==> src/rtl/vme_fifo_initiator.sv <==
// rtl/vme_fifo_initiator.sv - DMB FIFO command-port bus initiator (single STROBE/DTACK_B cycles)
// Optional: VME_INIT_TIMEOUT_EN enables the DTACK timeout counter and ABORT path.
module vme_fifo_initiator #(
    parameter int SETUP_CYC   = 2,
    parameter int TIMEOUT_CYC = 255
) (
    input  logic        FASTCLK,
    input  logic        RST,
    input  logic        REQ,
    input  logic        REQ_WRITE,
    input  logic [9:0]  REQ_CMD,
    input  logic [15:0] REQ_DATA,
    output logic        BUSY,
    output logic        DONE,
    output logic        ERR,
    output logic [15:0] RD_DATA,
    output logic        DEVICE,
    output logic [9:0]  COMMAND,
    output logic        WRITE_B,
    output logic        STROBE,
    output logic        STRBCE,
    output logic [15:0] BUS_DOUT,
    input  logic [15:0] BUS_DIN,
    input  logic        DTACK_B
);

    typedef enum logic [2:0] {
        S_IDLE, S_SETUP, S_STRB, S_CAPT, S_RELS, S_ABORT, S_FIN
    } state_t;

    localparam logic [7:0] SETUP_LOAD = 8'(SETUP_CYC - 1);

    state_t      state_q;
    logic [1:0]  dtk_q;
    logic        dtk_s;
    logic        seen_hi_q;
    logic [7:0]  cnt_q;
    logic        busy_q, done_q, device_q, write_b_q, strobe_q, strbce_q;
    logic [9:0]  command_q;
    logic [15:0] dout_q, rd_data_q;

    always_ff @(posedge FASTCLK) begin
        if (RST) dtk_q <= 2'b11;
        else     dtk_q <= {dtk_q[0], DTACK_B};
    end
    assign dtk_s = dtk_q[1];

`ifdef VME_INIT_TIMEOUT_EN
    localparam logic [7:0] TMO_MAX = 8'(TIMEOUT_CYC);
    logic [7:0] tmo_q;
    logic       err_q;
    assign ERR = err_q;
`else
    assign ERR = 1'b0;
`endif

    always_ff @(posedge FASTCLK) begin
        if (RST) begin
            state_q   <= S_IDLE;
            seen_hi_q <= 1'b0;
            cnt_q     <= '0;
            busy_q    <= 1'b0;
            done_q    <= 1'b0;
            device_q  <= 1'b0;
            write_b_q <= 1'b1;
            strobe_q  <= 1'b0;
            strbce_q  <= 1'b0;
            command_q <= '0;
            dout_q    <= '0;
            rd_data_q <= '0;
`ifdef VME_INIT_TIMEOUT_EN
            tmo_q     <= '0;
            err_q     <= 1'b0;
`endif
        end else begin
            case (state_q)
                S_IDLE: begin
                    if (REQ && !busy_q) begin
                        busy_q    <= 1'b1;
                        device_q  <= 1'b1;
                        command_q <= REQ_CMD;
                        write_b_q <= ~REQ_WRITE;
                        dout_q    <= REQ_DATA;
                        cnt_q     <= SETUP_LOAD;
`ifdef VME_INIT_TIMEOUT_EN
                        err_q     <= 1'b0;
`endif
                        state_q   <= S_SETUP;
                    end
                end
                S_SETUP: begin
                    if (cnt_q == 8'd0) begin
                        strobe_q  <= 1'b1;
                        strbce_q  <= 1'b1;
                        seen_hi_q <= 1'b0;
`ifdef VME_INIT_TIMEOUT_EN
                        tmo_q     <= '0;
`endif
                        state_q   <= S_STRB;
                    end else begin
                        cnt_q <= cnt_q - 8'd1;
                    end
                end
                S_STRB: begin
                    strbce_q <= 1'b0;
                    if (dtk_s) seen_hi_q <= 1'b1;
                    // An ack left over from a previous cycle is ignored until DTACK_B was seen high.
                    if (!dtk_s && seen_hi_q) begin
                        state_q <= S_CAPT;
                    end
`ifdef VME_INIT_TIMEOUT_EN
                    else if (tmo_q == TMO_MAX) begin
                        state_q <= S_ABORT;
                    end else begin
                        tmo_q <= tmo_q + 8'd1;
                    end
`endif
                end
                S_CAPT: begin
                    if (write_b_q) rd_data_q <= BUS_DIN;
                    strobe_q <= 1'b0;
`ifdef VME_INIT_TIMEOUT_EN
                    tmo_q    <= '0;
`endif
                    state_q  <= S_RELS;
                end
                S_RELS: begin
                    if (dtk_s) begin
                        done_q    <= 1'b1;
                        device_q  <= 1'b0;
                        write_b_q <= 1'b1;
                        state_q   <= S_FIN;
                    end
`ifdef VME_INIT_TIMEOUT_EN
                    else if (tmo_q == TMO_MAX) begin
                        state_q <= S_ABORT;
                    end else begin
                        tmo_q <= tmo_q + 8'd1;
                    end
`endif
                end
                S_ABORT: begin
                    strobe_q  <= 1'b0;
                    strbce_q  <= 1'b0;
                    done_q    <= 1'b1;
                    device_q  <= 1'b0;
                    write_b_q <= 1'b1;
`ifdef VME_INIT_TIMEOUT_EN
                    err_q     <= 1'b1;
`endif
                    state_q   <= S_FIN;
                end
                S_FIN: begin
                    done_q  <= 1'b0;
                    busy_q  <= 1'b0;
                    state_q <= S_IDLE;
                end
                default: state_q <= S_IDLE;
            endcase
        end
    end

    assign BUSY     = busy_q;
    assign DONE     = done_q;
    assign RD_DATA  = rd_data_q;
    assign DEVICE   = device_q;
    assign COMMAND  = command_q;
    assign WRITE_B  = write_b_q;
    assign STROBE   = strobe_q;
    assign STRBCE   = strbce_q;
    assign BUS_DOUT = dout_q;

endmodule

==> config.mk <==
export PLATFORM = sky130hd
export DESIGN_NAME = vme_fifo_initiator
export DESIGN_NICKNAME = d
export VERILOG_FILES = /design/src/rtl/vme_fifo_initiator.sv
export SDC_FILE = /design/constraint.sdc
export NUM_CORES = 1
export LEC_CHECK = 0
export ABC_AREA = 1
export CAP_MARGIN = 15
export CORE_ASPECT_RATIO = 0.75
export CORE_MARGIN = 5
export CORE_UTILIZATION = 43
export DETAILED_ROUTE_END_ITERATION = 6
export PLACE_DENSITY = 0.8
export SLEW_MARGIN = 20
export SYNTH_ARGS = -nofsm -noshare
export SYNTH_HDL_FRONTEND = slang
export SYNTH_SLANG_ARGS = --single-unit
==> constraint.sdc <==
create_clock -name FASTCLK -period 1.59 [get_ports FASTCLK]
set_clock_uncertainty 0.05 [all_clocks]
set_input_delay 0.318 -clock FASTCLK [delete_from_list [all_inputs] [get_ports FASTCLK]]
set_output_delay 0.318 -clock FASTCLK [all_outputs]
set_load 0.02 [all_outputs]
==> results.sh <==
export IMPL_grt_max_degree=33
export IMPL_crit_top_cell="nor2_1"
export IMPL_utilization_pct=65.0
export IMPL_die_w_microns=98.0
export IMPL_multiInputGateArea_sq_um=1020
export IMPL_dieHeight_microns=76.0
export IMPL_cts_clk_slew_worst_paths_ps=70
export IMPL_ant_nets=0
export IMPL_hold_depth=1
export IMPL_fin_crit_ps=1450
export IMPL_fin_hold_ws_ps=370
export IMPL_cts_sinks=62
export IMPL_diodes=0
export IMPL_maxCapViolCount=0
export IMPL_core_area_sq_um=5740
export IMPL_use_met2_pct=28.1
export IMPL_ys_ff_latch=62
export IMPL_synth_area_leaders="dfxtp_1, nor2_1, a21oi_1, inv_1, o21ai_0"
export IMPL_dp_hpwl_mm=4.87
export IMPL_max_stage_delay_ps=300
export IMPL_clk_latency_ps=340
export IMPL_synth_edf_count=0
export IMPL_clk_path_buf_depth=2
export IMPL_rsz0062_at_grt="no"
export IMPL_yosys_warnings=0
export IMPL_first_global_vias=2335
export IMPL_grt_pass1_wl_mm=10.7
export IMPL_synthArstFlopShare_pct=0
export IMPL_drive_above_1_share_pct=10.0
export IMPL_postSynthCellCount=331
export IMPL_cts_root_buf="clkbuf_8"
export IMPL_grt_use_met1_pct=22.0
export IMPL_reg2reg_slack_ps=140
export IMPL_setup_worst_path_start_class="register"
export IMPL_final_max_slew_violation_count=0
export IMPL_yosysTopAreaCell="dfxtp_1"
export IMPL_synthTopCellsByCount="nor2_1, dfxtp_1, inv_1, nand2_1, a21oi_1"
export IMPL_gp_congestion=0.819
export IMPL_leakage_nw=1.73
export IMPL_slowest_stage="dfxtp_1"
export IMPL_top_usage_layer="met2"
export IMPL_post_dp_cell_area_sq_um=3550
export IMPL_drt_wl_total_mm=6.62
export IMPL_yosysMostFrequentCell="nor2_1"
export IMPL_crit_type="reg2reg"
export IMPL_peakVddDrop_mv=0.834
export IMPL_hp_class="reg2reg"
export IMPL_regArea_sq_um=1240
export IMPL_drt_initial_drc_count=100
export IMPL_track_usage_pct=17.8
export IMPL_crit_fanout=8
export IMPL_vias_per_cell=4.78
export IMPL_numCtsBuffers=9
export IMPL_synth_top_flop_cell="dfxtp_1"
export IMPL_cts_max_level=3
export IMPL_hold_violations=0
export IMPL_worstPathRequired_ps=1780
export IMPL_finalCritPeriodShare_pct=91.0
export IMPL_die_area_sq_um=7440
export IMPL_vias=2465
export IMPL_start_util_pct=43.5
export IMPL_worstPathArrival_ps=1630
export IMPL_worstSetupEndpointType="register"
export IMPL_fmax_ghz=0.691
export IMPL_grt_remaining_overflow=0
export IMPL_synth_top_area_share_pct=49.7
export IMPL_nets=482
export IMPL_syn_area_sq_um=2500
export IMPL_drc=0
export IMPL_cp_cell_sequence="inv_1, ha_1, inv_1, nor2_2, nand3_4, nand2_2, nor2_1, nor2_1, nor2_1"
export IMPL_r2r_cells=9
export IMPL_antenna_found_initial=0
export IMPL_pwr_density_cell_nw_per_um2=1730
export IMPL_synth_fp_nets=380
export IMPL_wl_per_cell_microns=12.8
export IMPL_synth_seq_area_share_pct=49.7
export IMPL_area_growth_pct=49.3
export IMPL_tritoncts="yes"
export IMPL_ys_types=28
export IMPL_use_met3_pct=7.23
export IMPL_setup_viol=0
export IMPL_fin_area_sq_um=3730
export IMPL_syn_area_per_cell_sq_um=7.54
export IMPL_port_buffers=94
export IMPL_nFillCells=525
export IMPL_rows=24
export IMPL_run_status="complete, no violations"
export IMPL_drt_pass1_iter_count=4
export IMPL_io_pins=96
export IMPL_cts_hold_buf=0
[per-layer routing]
layer / vias to the layer above / routed length, microns
met3: 9 / 440
met5: - / 0
met4: 0 / 131
li1: 1256 / -
met1: 1112 / 3060
met2: 88 / 2990
[logic make-up (layout without fill, tap and decap cells)]
kind of cell | after synthesis | in the layout | share of synthesized area [%]
AO/OA/AOI/OAI | 74 | 74 | 15.2
flip-flops | 62 | 62 | 49.7
buffers and inverters | 56 | 163 | 9.57
other | 1 | 1 | 0.150
adder cells (fa/ha/maj) | 2 | 2 | 1.00
AND/OR/NAND/NOR | 135 | 135 | 24.0
XOR/XNOR | 1 | 1 | 0.351
[path summary, 6_finish.rpt]
check | startpoint | end
max | cnt_q[0]$_SDFFE_PP0P_ | cnt_q[6]$_SDFFE_PP0P_
min | dtk_q[0]$_SDFF_PP1_ | dtk_q[1]$_SDFF_PP1_
max reg2reg | cnt_q[0]$_SDFFE_PP0P_ | cnt_q[6]$_SDFFE_PP0P_
min reg2reg | dtk_q[0]$_SDFF_PP1_ | dtk_q[1]$_SDFF_PP1_
[power by group]
group / switching (mW) / internal, mW / total (mW) / leakage, nW
combinational: 1.64 / 1.05 / 2.68 / 1.12
clock: 0.630 / 0.925 / 1.55 / 0.102
sequential: 0.250 / 1.97 / 2.22 / 0.508
total: 2.52 / 3.94 / 6.46 / 1.73
[what timing repair did]
| action | CTS | global route |
|---|---|---|
| buffers inserted | 0 | 1 |
| endpoints found under the setup margin | 48 | 6 |
| resized for setup | 48 | 3 |
[registers in the layout (all words and copies together), names as in the netlist]
| name | flops |
|---|---|
| BUS_DOUT | 16 |
| RD_DATA | 16 |
| COMMAND | 10 |
| cnt_q | 8 |
| state_q | 3 |
| dtk_q | 2 |
| BUSY | 1 |
| DEVICE | 1 |
| DONE | 1 |
| STRBCE | 1 |
| STROBE | 1 |
| WRITE_B | 1 |
| seen_hi_q | 1 |
[cell usage in the layout, fill, tap and decap left out, types with 14 or more instances in the layout]
cell and n:
a21oi_1 27, clkdlybuf4s50_1 46, dfxtp_1 61, dlygate4sd2_1 48, inv_1 36, nand2_1 27, nand3_1 14, nor2_1 74
o21ai_0 23, o21ai_1 21
[layout make-up]
class | instances | area share, %
clock buffers | 11 | 3.79
clock inverters | 5 | 2.22
inverters | 40 | 4.03
multi-input cells | 213 | 27.4
flip-flops and latches | 62 | 33.3
well taps | 78 | 2.62
repair buffers | 107 | 26.6
[critical path, delay by kind of cell (launching register included)]
kind | cells | cell delay (ps)
buf+inv | 2 | 170
fa+ha+maj | 1 | 170
flops | 1 | 300
simple gates | 6 | 660
[per-stage QoR]
stage	TNS [ps]	setup WS [ps]	power, mW	std cells
detailed placement	-3380	-138	5.10	499
global route	0	2.05	6.91	516
global placement	-2250	-93.1	5.02	499
floorplan	0	263	4.02	331
CTS	0	64.3	6.44	515
finish	0	143	6.46	516
Power figures use the tool's default switching activity.
